$ cat config.mk
export PLATFORM = sky130hd
export DESIGN_NAME = mcs4_pc_stack
export DESIGN_NICKNAME = d
export VERILOG_FILES = /design/src/rtl/mcs4_pc_stack.sv
export SDC_FILE = /design/constraint.sdc
export NUM_CORES = 1
export LEC_CHECK = 0
export ABC_AREA = 1
export BUFFER_PORTS_ARGS = -buffer_cell sky130_fd_sc_hd__buf_2
export CORE_ASPECT_RATIO = 2
export CORE_MARGIN = 2
export CORE_UTILIZATION = 50
export DETAILED_ROUTE_END_ITERATION = 12
export PLACE_DENSITY = 0.68
export SYNTH_ARGS = -nofsm -noshare
export SYNTH_HDL_FRONTEND = slang
export SYNTH_SLANG_ARGS = --single-unit
$ cat constraint.sdc
create_clock -name clk_i -period 3.9 [get_ports clk_i]
set_input_delay 0.78 -clock clk_i [delete_from_list [all_inputs] [get_ports clk_i]]
set_output_delay 0.78 -clock clk_i [all_outputs]
set_load 0.01 [all_outputs]
$ cat src/rtl/mcs4_pc_stack.sv
// MCS-4 program-counter stack (circular, JMS/BBL style) with sticky level flags and an LSB-first address nibble serialiser.
// PC/level/flags update one edge after an op; nibbles stream the cycles after a start, with no backpressure.
module mcs4_pc_stack #(
  parameter int ADDR_W = 12,
  parameter int NIB_W  = 4,
  parameter int DEPTH  = 4,
  parameter int PAGE_W = 8
) (
  input  logic                     clk_i,
  input  logic                     RESET_i,
  input  logic                     op_valid_i,
  input  logic [2:0]               op_i,
  input  logic [ADDR_W-1:0]        target_i,
  input  logic                     clr_flags_i,
  input  logic                     addr_start_i,
  output logic [ADDR_W-1:0]        pc_o,
  output logic [$clog2(DEPTH)-1:0] level_o,
  output logic                     overflow_o,
  output logic                     underflow_o,
  output logic [NIB_W-1:0]         addr_nib_o,
  output logic                     addr_valid_o,
  output logic                     addr_last_o
);
  localparam int SP_W    = $clog2(DEPTH);
  localparam int NIBBLES = ADDR_W / NIB_W;
  localparam int CNT_W   = (NIBBLES > 1) ? $clog2(NIBBLES) : 1;
  localparam logic [SP_W-1:0]  LVL_MAX  = SP_W'(DEPTH - 1);
  localparam logic [CNT_W-1:0] CNT_LAST = CNT_W'(NIBBLES - 1);

  localparam logic [2:0] OP_INC  = 3'd1;
  localparam logic [2:0] OP_JUMP = 3'd2;
  localparam logic [2:0] OP_PAGE = 3'd3;
  localparam logic [2:0] OP_CALL = 3'd4;
  localparam logic [2:0] OP_RET  = 3'd5;

  typedef enum logic {S_IDLE, S_SHIFT} state_e;

  logic [ADDR_W-1:0] stack_q [DEPTH];
  logic [ADDR_W-1:0] stack_d [DEPTH];
  logic [SP_W-1:0]   sp_q, sp_d, sp_inc, sp_dec;
  logic [SP_W-1:0]   level_q, level_d;
  logic              ovf_q, ovf_d, unf_q, unf_d;
  logic [ADDR_W-1:0] pc_cur, pc_inc;

  state_e            state_q, state_d;
  logic [CNT_W-1:0]  cnt_q, cnt_d;
  logic [ADDR_W-1:0] snap_q, snap_d;
  logic              valid_q, valid_d, last_q, last_d;

  assign pc_cur = stack_q[sp_q];
  assign pc_inc = pc_cur + 1'b1;
  assign sp_inc = sp_q + 1'b1;
  assign sp_dec = sp_q - 1'b1;

  // Clear is applied first so a same-edge CALL/RET flag set wins.
  always_comb begin
    stack_d = stack_q;
    sp_d    = sp_q;
    level_d = level_q;
    ovf_d   = ovf_q & ~clr_flags_i;
    unf_d   = unf_q & ~clr_flags_i;
    if (op_valid_i) begin
      case (op_i)
        OP_INC:  stack_d[sp_q] = pc_inc;
        OP_JUMP: stack_d[sp_q] = target_i;
        OP_PAGE: stack_d[sp_q][PAGE_W-1:0] = target_i[PAGE_W-1:0];
        OP_CALL: begin
          stack_d[sp_q]   = pc_inc;
          stack_d[sp_inc] = target_i;
          sp_d            = sp_inc;
          if (level_q != LVL_MAX) level_d = level_q + 1'b1;
          else                    ovf_d   = 1'b1;
        end
        OP_RET: begin
          sp_d = sp_dec;
          if (level_q != '0) level_d = level_q - 1'b1;
          else               unf_d   = 1'b1;
        end
        default: ;
      endcase
    end
  end

  // Snapshot is a shift register so the output nibble is always its low bits.
  always_comb begin
    state_d = state_q;
    cnt_d   = cnt_q;
    snap_d  = snap_q;
    valid_d = valid_q;
    last_d  = last_q;
    case (state_q)
      S_IDLE: begin
        if (addr_start_i) begin
          state_d = S_SHIFT;
          cnt_d   = '0;
          snap_d  = pc_cur;
          valid_d = 1'b1;
          last_d  = (CNT_LAST == '0);
        end
      end
      S_SHIFT: begin
        if (cnt_q == CNT_LAST) begin
          state_d = S_IDLE;
          cnt_d   = '0;
          snap_d  = '0;
          valid_d = 1'b0;
          last_d  = 1'b0;
        end else begin
          cnt_d   = cnt_q + 1'b1;
          snap_d  = snap_q >> NIB_W;
          valid_d = 1'b1;
          last_d  = (cnt_d == CNT_LAST);
        end
      end
      default: state_d = S_IDLE;
    endcase
  end

  always_ff @(posedge clk_i or posedge RESET_i) begin
    if (RESET_i) begin
      for (int i = 0; i < DEPTH; i++) stack_q[i] <= '0;
      sp_q    <= '0;
      level_q <= '0;
      ovf_q   <= 1'b0;
      unf_q   <= 1'b0;
      state_q <= S_IDLE;
      cnt_q   <= '0;
      snap_q  <= '0;
      valid_q <= 1'b0;
      last_q  <= 1'b0;
    end else begin
      stack_q <= stack_d;
      sp_q    <= sp_d;
      level_q <= level_d;
      ovf_q   <= ovf_d;
      unf_q   <= unf_d;
      state_q <= state_d;
      cnt_q   <= cnt_d;
      snap_q  <= snap_d;
      valid_q <= valid_d;
      last_q  <= last_d;
    end
  end

  assign pc_o         = pc_cur;
  assign level_o      = level_q;
  assign overflow_o   = ovf_q;
  assign underflow_o  = unf_q;
  assign addr_nib_o   = snap_q[NIB_W-1:0];
  assign addr_valid_o = valid_q;
  assign addr_last_o  = last_q;

endmodule
==> results by group <==
Logic synthesis
  – Yosys Warn Count: 0
  – Post-synthesis sequential area ratio: 29.65%
  – Yosys reg bits: 70
  – Post-Synthesis Cell Area: 5907 um2
  – Syn Inst Count: roughly 950
  – Syn Nets: roughly 980
  – Synthesized area per cell: a little over 6 um2
  – Synth top area cells: dfrtp_1, nand2_1, nor2_1, o21ai_0, nand3_1
  – Top-area cell type share of the netlist area: ~30%
  – Post-synth top area cell: dfrtp_1
  – Distinct cell type count of the synthesized netlist: between 40 and 50

Routing
  – DRC violations left: 0
  – Vias: 6626
  – First-pass iteration count of the detailed router: 5
  – DR vias/cell: roughly 5.9
  – Total Wirelength: 18.95 mm
  – ANT nets after route: 0
  – Wire per inst: 17.01 um
  – Drt first-iter violations: approximately 410

Floorplan
  – Row cnt: 56
  – Die Span Y: between 150 and 200 um
  – Die width: between 80 and 90 um
  – Die footprint: 12750 um2
  – Starting density of the core: about half
  – Core area: 11630 um2
  – Io pins: 42

Power
  – Leak: 3.276 nW
  – Sequential power share: 22.6%
  – Combinational share of power: 59.6%
  – Pwr per Cell Area: 897.4 nW/um2
  – Power, Total: just under 6 mW
  – Clock share of power: between 10% and 20%
  – Psw: about 3.0 mW
  – Switching power share of the total: 50.82%
  – Int Power: slightly below 3 mW
  – Max VDD drop: 0.4309 mV

Clock network
  – Clk buf depth: 2
  – Clock-pin slew on the worst setup and hold paths: roughly 0.06 ns
  – Post-CTS sizing: 0
  – Clock Tree Root: clkbuf_16
  – Sink Count: 70
  – Num CTS Buffers: 9
  – H-tree levels: 3
  – Post-CTS Hold Fix Bufs: 0
  – Worst skew pair latency: about 0.34 ns
  – TritonCTS clock tree: built
  – Post-CTS setup repair buffer count: 0

Timing
  – Final setup vio count: 0
  – Peak Freq: 344.8 MHz
  – Rel. slew slack: between 50 and 60%
  – Final period util: between 70% and 80%
  – Clk_skew: approximately 0.0090 ns
  – TNS Setup: 0 ns
  – Fin crit period: a little under 3 ns
  – Final Slew Violations: 0
  – Slew @ Worst Pin: roughly 0.67 ns
  – Hold Vio Cnt, Final: 0
  – RSZ-0062 raised after global routing: false

Setup path
  – Max FO, Critical Path: 19
  – Critical path's top delay family: buffers and inverters
  – WP data arrival: 3.12 ns
  – Slowest CP cell: dfrtp_1
  – WP data required: about 4.1 ns
  – Bufs and invs on worst path: 4
  – Critical path type: reg2reg
  – Startpoint types: flop
  – Crit end category: flop
  – Worst r2r path cells: 11
  – Critical path cell sequence: inv_2, ha_1, inv_1, buf_4, nand2_1, nand2_1, a221o_1, o21ai_0, nand3_1, inv_1, o21ai_1
  – CP max stage delay: between 0.6 and 0.7 ns
  – Cell count along the critical path: 11

Final layout
  – Number of fillers in the final layout: around 1200
  – Multi-input logic area: around 3500 um2
  – Most frequent cells in the layout: nand2_1, nor2_1, inv_1
  – Ant diodes: 0
  – Commonest non-fill, non-tap cell in the layout: nand2_1
  – Nets@finish: between 900 and 1000
  – Area grow syn2layout: 10.85%
  – FF+latch area: between 1500 and 2000 um2
  – Fraction of layout cells with a size suffix above 1: 12.80%

Min path
  – Worst Hold Class: in2async

GRT
  – Vias in the first global route: 6412
  – Global-route usage over all layers: between 30% and 40%
  – GRT overflow: 0
  – Pin count of the biggest net entering global routing: between 50 and 60
  – First-pass GRT wire length: a little over 30 mm
  – Initial antenna violation count: 0

Place
  – Port Buf Inserts: 41
  – Final GP Congestion: just under 0.9
  – DP HPWL: 12.73 mm

Flow run
  – Max Cap Viol: 0

Status
  – Status: finished clean
-- kinds of logic after synthesis --
group / count (synthesis) / share of synthesized area, %
xor+xnor: 9 / 1.716
flops: 70 / 29.65
fa+ha+maj: 5 / 1.059
buf+inv: 145 / 10.36
simple gates: 509 / 35.44
compound gates: 214 / 21.78
-- power groups by stage --
stage | sequential [mW] | combinational [mW] | clock [mW]
5_1_grt | 1.37 | 3.92 | 1.09
6_report | 1.33 | 3.50 | 1.04
4_1_cts | 1.32 | 3.46 | 1.05
3_3_place_gp | 1.33 | 3.42 | 0
2_1_floorplan | 1.24 | 2.59 | 0
3_5_place_dp | 1.33 | 3.44 | 0
-- synth_stat cells (all sizes together) --
library cell	number
a32oi	1
dfrtp	70
ha	5
xnor2	1
buf	29
o21a	4
o22ai	6
nor2	128
a41oi	1
nand3	58
a21oi	42
a31oi	16
a22oi	1
nor3	8
a21o	1
clkinv	3
nand4	2
xor2	8
or2	11
o21ai	93
o21bai	8
a221oi	3
o211ai	21
nand2	302
a311oi	2
a221o	3
o221ai	1
a211oi	2
inv	82
clkbuf	31
o31ai	8
a22o	1
-- state kept, by name, summed over array words and instances, names as in the netlist --
name and count:
stack_q 48, snap_q 12, cnt_q 2, level_o 2, sp_q 2, addr_valid_o 1, overflow_o 1, state_q 1
underflow_o 1
-- cell type report --
| class | instances | area share [%] |
|---|---|---|
| clock inverters | 6 | 2.026 |
| inverters | 85 | 4.873 |
| multi-input cells | 737 | 54.12 |
| clock buffers | 10 | 3.650 |
| well taps | 145 | 2.771 |
| repair buffers | 61 | 5.809 |
| flip-flops and latches | 70 | 26.75 |
-- final timing paths --
kind | slack [ns] | to | start
worst min-delay path | 0.39 | stack_q[2]$_DFFE_PP0P_ | RESET_i
min in group clk_i | 0.48 | stack_q[23]$_DFFE_PP0P_ | stack_q[23]$_DFFE_PP0P_
worst min register to register | 0.48 | stack_q[23]$_DFFE_PP0P_ | stack_q[23]$_DFFE_PP0P_
worst max-delay path | 1.0 | stack_q[46]$_DFFE_PP0P_ | sp_q[1]$_DFFE_PP0P_
max in group asynchronous | 2.86 | stack_q[21]$_DFFE_PP0P_ | RESET_i
worst max register to register | 1.0 | stack_q[46]$_DFFE_PP0P_ | sp_q[1]$_DFFE_PP0P_
-- routing by layer --
| layer | vias up | part of all wire, % | track usage (%) |
|---|---|---|---|
| li1 | 3133 | - | - |
| met1 | 3140 | 39 | 36.64 |
| met2 | 287 | 51 | 53.25 |
| met3 | 66 | 6.2 | 3.991 |
| met4 | 0 | 4.6 | 18.72 |
| met5 | - | 0 | 0 |
-- stage by stage --
| step | hold slack (ns) | instance area (um2) | worst slack (ns) | util [%] | cells |
|---|---|---|---|---|---|
| after CTS | 0.3949 | 6548 | 1.088 | 56.29 | 1114 |
| after floorplan | 0.4489 | 5907 | 1.352 | - | 952 |
| after detailed placement | 0.4675 | 6176 | 1.084 | 53.10 | 1098 |
| final | 0.3923 | 6548 | 0.9994 | 56.29 | 1114 |
| after global placement | 0.4647 | 6176 | 1.130 | 53.10 | 1098 |
| after global routing | 0.4236 | 6548 | 0.8827 | 56.29 | 1114 |
Note: power is estimated with default switching activity, not from simulation.
